## src/rtl/psum_acc_pkg.sv

```systemverilog
// Shared types and helpers for the psum accumulator and its drain serializer.
package psum_acc_pkg;

  // Widest accumulator the helper functions support.
  localparam int unsigned SAT_MAX_W = 32;

  typedef enum logic [0:0] {
    StIdle,
    StDrain
  } drain_state_t;

  // Unsigned add clipped to 2^width-1; result is {overflow, sum}.
  function automatic logic [SAT_MAX_W:0] sat_add(input logic [SAT_MAX_W-1:0] a,
                                                 input logic [SAT_MAX_W-1:0] b,
                                                 input int unsigned          width);
    logic [SAT_MAX_W:0] sum;
    logic [SAT_MAX_W:0] lim;
    sum = {1'b0, a} + {1'b0, b};
    lim = '1;
    lim = ~(lim << width);
    if (sum > lim) begin
      return {1'b1, lim[SAT_MAX_W-1:0]};
    end
    return {1'b0, sum[SAT_MAX_W-1:0]};
  endfunction

  // Zero passes means one beat; anything above the maximum is pinned to it.
  function automatic int unsigned clamp_passes(input int unsigned passes,
                                               input int unsigned max_passes);
    if (passes == 0) begin
      return 1;
    end
    if (passes > max_passes) begin
      return max_passes;
    end
    return passes;
  endfunction

endpackage

```

## src/rtl/psum_drain_serializer.sv

```systemverilog
// Holds one finished vector and streams it out a column at a time.
module psum_drain_serializer
  import psum_acc_pkg::*;
#(
  parameter int unsigned NUM_COLS  = 3,
  parameter int unsigned ACC_WIDTH = 12,
  parameter int unsigned COL_W     = 2
) (
  input  logic                 clk_i,
  input  logic                 rst_ni,
  input  logic                 load_i,
  input  logic [ACC_WIDTH-1:0] load_data_i [NUM_COLS],
  output logic                 busy_o,
  output logic                 vacating_o,
  output logic                 out_valid_o,
  input  logic                 out_ready_i,
  output logic [ACC_WIDTH-1:0] out_data_o,
  output logic [COL_W-1:0]     out_col_o,
  output logic                 out_last_o
);

  localparam logic [COL_W-1:0] LastCol = COL_W'(NUM_COLS - 1);

  drain_state_t         state_q, state_d;
  logic [COL_W-1:0]     col_q, col_d;
  logic [ACC_WIDTH-1:0] bank_q [NUM_COLS];
  logic [ACC_WIDTH-1:0] bank_d [NUM_COLS];
  logic                 draining;
  logic                 handshake;

  // Output decode and next-state for FSM, column counter and bank.
  always_comb begin
    draining    = (state_q == StDrain);
    out_valid_o = draining;
    out_last_o  = draining && (col_q == LastCol);
    out_col_o   = col_q;
    out_data_o  = draining ? bank_q[col_q] : '0;
    handshake   = draining && out_ready_i;
    busy_o      = draining;
    vacating_o  = handshake && out_last_o;

    state_d = state_q;
    col_d   = col_q;
    bank_d  = bank_q;

    if (handshake) begin
      if (out_last_o) begin
        state_d = StIdle;
        col_d   = '0;
      end else begin
        col_d = col_q + COL_W'(1);
      end
    end
    // Upstream only loads when the bank is empty or being vacated this cycle.
    if (load_i) begin
      bank_d  = load_data_i;
      state_d = StDrain;
      col_d   = '0;
    end
  end

  // State registers with synchronous active-low reset.
  always_ff @(posedge clk_i) begin
    if (!rst_ni) begin
      state_q <= StIdle;
      col_q   <= '0;
      for (int c = 0; c < int'(NUM_COLS); c++) begin
        bank_q[c] <= '0;
      end
    end else begin
      state_q <= state_d;
      col_q   <= col_d;
      bank_q  <= bank_d;
    end
  end

endmodule

```

## src/rtl/psum_accumulator.sv

```systemverilog
// Accumulates cfg_passes psum beats per column with saturation, then hands the
// finished vector to the drain serializer.
module psum_accumulator
  import psum_acc_pkg::*;
#(
  parameter int unsigned PE_WIDTH   = 4,
  parameter int unsigned NUM_COLS   = 3,
  parameter int unsigned ACC_WIDTH  = 12,
  parameter int unsigned MAX_PASSES = 16,
  localparam int unsigned PASS_W    = $clog2(MAX_PASSES + 1),
  localparam int unsigned COL_W     = (NUM_COLS > 1) ? $clog2(NUM_COLS) : 1
) (
  input  logic                 clk,
  input  logic                 rst,
  input  logic [PASS_W-1:0]    cfg_passes,
  input  logic                 psum_valid,
  output logic                 psum_ready,
  input  logic [PE_WIDTH-1:0]  psum_in [NUM_COLS],
  output logic                 out_valid,
  input  logic                 out_ready,
  output logic [ACC_WIDTH-1:0] out_data,
  output logic [COL_W-1:0]     out_col,
  output logic                 out_last,
  output logic                 sat_flag
);

  logic [ACC_WIDTH-1:0] acc_q [NUM_COLS];
  logic [ACC_WIDTH-1:0] acc_d [NUM_COLS];
  logic [ACC_WIDTH-1:0] sum   [NUM_COLS];
  logic [SAT_MAX_W:0]   add_res [NUM_COLS];
  logic [PASS_W-1:0]    beat_cnt_q, beat_cnt_d;
  logic [PASS_W-1:0]    passes_lat_q, passes_lat_d;
  logic                 sat_q, sat_d;

  logic [PASS_W-1:0]    passes_first;
  logic [PASS_W-1:0]    passes_eff;
  logic                 first_beat;
  logic                 last_beat;
  logic                 accept;
  logic                 any_ovf;
  logic                 drain_busy;
  logic                 drain_vacating;
  logic                 load;

  // Beat classification, backpressure, per-lane sums and next state.
  always_comb begin
    passes_first = PASS_W'(clamp_passes(32'(cfg_passes), MAX_PASSES));
    first_beat   = (beat_cnt_q == '0);
    passes_eff   = first_beat ? passes_first : passes_lat_q;
    last_beat    = (beat_cnt_q == passes_eff - PASS_W'(1));
    // Only a last beat needs the drain bank, so only it can be stalled.
    psum_ready   = rst && !(last_beat && drain_busy && !drain_vacating);
    accept       = psum_valid && psum_ready;
    load         = accept && last_beat;

    any_ovf = 1'b0;
    for (int c = 0; c < int'(NUM_COLS); c++) begin
      add_res[c] = sat_add(SAT_MAX_W'(acc_q[c]), SAT_MAX_W'(psum_in[c]), ACC_WIDTH);
      sum[c]     = first_beat ? ACC_WIDTH'(psum_in[c]) : add_res[c][ACC_WIDTH-1:0];
      any_ovf    = any_ovf | (!first_beat && add_res[c][SAT_MAX_W]);
    end

    acc_d        = acc_q;
    beat_cnt_d   = beat_cnt_q;
    passes_lat_d = passes_lat_q;
    sat_d        = sat_q;
    if (accept) begin
      acc_d      = sum;
      beat_cnt_d = last_beat ? '0 : beat_cnt_q + PASS_W'(1);
      if (first_beat) begin
        passes_lat_d = passes_first;
      end
      if (any_ovf) begin
        sat_d = 1'b1;
      end
    end
  end

  // Accumulator state with synchronous active-low reset.
  always_ff @(posedge clk) begin
    if (!rst) begin
      beat_cnt_q   <= '0;
      passes_lat_q <= '0;
      sat_q        <= 1'b0;
      for (int c = 0; c < int'(NUM_COLS); c++) begin
        acc_q[c] <= '0;
      end
    end else begin
      acc_q        <= acc_d;
      beat_cnt_q   <= beat_cnt_d;
      passes_lat_q <= passes_lat_d;
      sat_q        <= sat_d;
    end
  end

  assign sat_flag = sat_q;

  psum_drain_serializer #(
    .NUM_COLS (NUM_COLS),
    .ACC_WIDTH(ACC_WIDTH),
    .COL_W    (COL_W)
  ) u_drain (
    .clk_i      (clk),
    .rst_ni     (rst),
    .load_i     (load),
    .load_data_i(sum),
    .busy_o     (drain_busy),
    .vacating_o (drain_vacating),
    .out_valid_o(out_valid),
    .out_ready_i(out_ready),
    .out_data_o (out_data),
    .out_col_o  (out_col),
    .out_last_o (out_last)
  );

endmodule

```

## config.mk

```make
export PLATFORM = sky130hd
export DESIGN_NAME = psum_accumulator
export DESIGN_NICKNAME = d
export VERILOG_FILES = /design/src/rtl/psum_acc_pkg.sv /design/src/rtl/psum_drain_serializer.sv /design/src/rtl/psum_accumulator.sv
export SDC_FILE = /design/constraint.sdc
export NUM_CORES = 1
export LEC_CHECK = 0
export ABC_AREA = 1
export BUFFER_PORTS_ARGS = -buffer_cell sky130_fd_sc_hd__buf_2
export CORE_UTILIZATION = 32
export DETAILED_ROUTE_END_ITERATION = 8
export PLACE_DENSITY = 0.51
export SETUP_SLACK_MARGIN = 0.05
export SYNTH_ARGS = -nofsm -noshare
export SYNTH_HDL_FRONTEND = slang
export SYNTH_HIERARCHICAL = 1
export SYNTH_SLANG_ARGS = --single-unit
```

## constraint.sdc

```tcl
create_clock -name clk -period 2.9 [get_ports clk]
set_input_delay 0.435 -clock clk [delete_from_list [all_inputs] [get_ports clk]]
set_output_delay 0.435 -clock clk [all_outputs]
set_load 0.005 [all_outputs]
```

==> run metrics <==
outcome=finished clean; number of buffers inserted for hold repair after clock tree synthesis=0; top post-synthesis cells by area=dfxtp_1 33%, nand2_1 14%, nor2_1 9.3%, inv_1 7.0%, nand3_1 6.0%; Setup crit start kind=flop; Finished Cell Area=0.00612 sq mm; source of the worst register-to-register timing path=beat_cnt_q[2]; chip height=130 microns; clock sinks=86; clock network fraction of total power=between 40% and 50%; most frequent cell after synthesis=nand2_1; total area of sequential cells=0.00172 sq mm; tightest hold margin=447 ps; Maximum Capacitance Violations=0; root buffer cell=clkbuf_16; Final setup violation count=0; IO Pins=39; via density per instance=~4.6; Critical Path, Cell by Cell=clkinv_1 > nand2_1 > nor2_4 > nor2_2 > a21oi_4 > ha_4 > xor2_1 > nand3_1 > nor2_2 > nand3_2 > inv_2 > a21oi_2 > buf_2; starting density of the core=32.9%; number of filler cells placed in the layout=about 1.8k; launch point of the worst hold path=psum_valid; CTS tree=done; DRC violation total after the first TritonRoute iteration=230; P&R area growth vs syn=16.6%; portion of synthesized cell area occupied by the leading cell type=between 30% and 40%; Critical path origin=beat_cnt_q[2]; number of distinct library cells after synthesis=36; antenna violations before repair=0; Port-buffer cells=38; post-layout utilization of the core=between 30% and 40%; detailed placer's ending HPWL=9.73 mm; Core Rows=46; gate count after technology mapping=between 800 and 900; die footprint=0.0169 sq mm; overall routing resource usage=17.0%; part of the total power dissipated in combinational logic=16.9%; share of synthesized flip-flops with an asynchronous set or reset=0%; Reg2Reg Setup Slack=250 ps; internal power=approximately 0.0023 W; final routed wirelength across all metal layers=13.6 mm; Warnings, synthesis=6; primary flip-flop cell chosen by synthesis mapping=dfxtp_1; multi-input gate area in the final layout=0.00294 sq mm; count of flip-flops with a built-in enable after synthesis=0; most prevalent standard cell on the critical path=nor2_2; via count=4978; setup repair after global routing missed its margin=yes; slowest CP cell=dfxtp_1; area of the mapped netlist=0.00525 sq mm; final period demand of the worst path=2790 ps; Clock Pin Slew Worst Setup and Hold Paths=70 ps; first-pass GRT wire length=about 23 mm; Detail Route Antenna Nets=0; cell area after placement=0.00566 sq mm; Critical Path AT=2360 ps; headroom to the max-slew limit=47.7%; kind of path behind the tightest hold check=in -> reg; layout net count=898; post-route DRC violation count=0; Bufs on Longest Clock Path=2; data required time of the critical path=2470 ps; number of failing hold endpoints at the final stage=0; ant diodes=0; switch share=27.4%; Final Wtd Congestion=0.787; Slew @ Worst Pin=approximately 800 ps; clock skew after layout=8.07 ps; standby leakage power=between 2 and 3 nW; maximum number of pins on one net before global-route repair=80; routed len/inst=12.6 microns; fraction of final layout cells with drive strength greater than 1=a little over an eighth; biggest area consumer among synthesized cells=dfxtp_1; via count of the first global-routing pass=4715; pwr/cell area=around 510 mW/mm^2; Yosys reg bits=86; number of slew-limit violations in the final report=0; die extent in x=130 microns; top fanout value on the critical path=4; peak ir drop on the vdd network=0.275 mV; Slowest Stage Delay on Critical Path=440 ps; most frequent cells after synthesis=196 x nand2_1, 130 x nor2_1, 98 x inv_1; average size of a mapped cell=6.38 sq um; TritonCTS Buffers=9; power dissipated by switching net loads=0.000856 W; Clock Latency Late Sink=about 350 ps; drt first pass iters=5; H-tree depth=3; accumulated negative setup slack=0 ps; Core Region=0.0159 sq mm; critical setup path kind=reg -> out; f_max=roughly 360 MHz; portion of the post-synthesis area used by sequential elements=32.8%; overall overflow remaining after global route=0; final worst-path cycle share=96.3%; capturing element type of the critical path=primary output; number of nets in the synthesized netlist=861; sequential share of power=about two fifths
-- worst paths after layout --
check                                endpoint  cells after the start
worst min-delay path            beat_cnt_q[4]                      3
worst max register to register       acc_q[5]                     15
worst min register to register       sat_flag                      2
worst max-delay path               psum_ready                     13
-- layer usage --
| layer | track usage [%] | wire [microns] | vias to the layer above |
|---|---|---|---|
| met4 | 3.69 | 97 | 0 |
| met5 | 0 | 0 | - |
| met3 | 3.77 | 377 | 7 |
| met1 | 22.3 | 6810 | 2260 |
| li1 | - | - | 2676 |
| met2 | 28.3 | 6300 | 35 |
-- cell type report --
type / count / share of cell area [%]
Timing Repair Buffer: 66 / 7.00
Tap cell: 216 / 4.42
Clock buffer: 10 / 3.74
Inverter: 108 / 6.75
Clock inverter: 6 / 1.80
Multi-Input combinational cell: 588 / 48.1
Sequential cell: 86 / 28.2
-- power groups by stage --
stage	combinational, W	clock [W]	sequential (W)
finish	0.000528	0.00134	0.00126
global route	0.000601	0.00142	0.00126
CTS	0.000507	0.00137	0.00126
detailed placement	0.000499	0	0.00128
global placement	0.000501	0	0.00128
floorplan	0.000368	0	0.00128
-- flip-flops by register name, summed over array words and instances (netlist names) --
register,flops
sat_flag,1
beat_cnt_q,5
passes_lat_q,5
u_drain/busy_o,1
u_drain/out_col_o,2
acc_q,36
u_drain/bank_q,36
-- logic make-up (layout without fill, tap and decap cells) --
family / Yosys count / in the layout / synth area share (%)
multiplexers: 1 / 1 / 0.191
adder cells (fa/ha/maj): 18 / 18 / 4.72
AND/OR/NAND/NOR: 426 / 426 / 34.4
flip-flops: 86 / 86 / 32.8
XOR/XNOR: 19 / 19 / 3.17
buffers and inverters: 148 / 190 / 12.4
AO/OA/AOI/OAI: 124 / 124 / 12.3
-- metrics by stage --
| stage | cells | power, W | setup slack (ps) |
|---|---|---|---|
| 2_1_floorplan | 822 | 0.00164 | 57.5 |
| 3_3_place_gp | 1060 | 0.00178 | 9.20 |
| 3_5_place_dp | 1060 | 0.00178 | -54.7 |
| 4_1_cts | 1076 | 0.00314 | 56.9 |
| 5_1_grt | 1080 | 0.00328 | -17.7 |
| 6_report | 1080 | 0.00312 | 107 |
-- critical path: cells and delay by family, from the launching register on --
family	cells	cell delay (ps)
XOR/XNOR	1	120
AO/OA/AOI/OAI	2	110
AND/OR/NAND/NOR	6	740
adder cells (fa/ha/maj)	1	270
flip-flops	1	440
buffers and inverters	3	340
-- layout by cell type, fill, tap and decap left out, types with 2 or more instances in the layout --
cell type / instances
nand3_2: 2
o21ai_1: 7
inv_1: 94
xnor2_1: 4
buf_2: 38
buf_4: 23
a21oi_1: 60
o311ai_0: 2
fa_1: 3
a31oi_1: 10
nor3_1: 10
dfxtp_1: 84
o21ai_0: 41
inv_2: 11
dfxtp_2: 2
nand2_1: 195
nor2_1: 128
nor2_4: 5
nand4_1: 13
clkinvlp_4: 2
buf_6: 4
bufinv_16: 3
xor2_1: 15
nor2_2: 3
ha_4: 2
clkbuf_16: 9
nand2_2: 3
nand3_1: 62
ha_1: 13
-- repair_timing --
item / 4_1_cts / 5_1_grt
endpoints found under the hold margin: 0 / 0
pin swaps: 0 / 12
resized for setup: 5 / 23
endpoints found under the setup margin: 25 / 73
setup buffers: 0 / 4
Power figures use the tool's default switching activity.
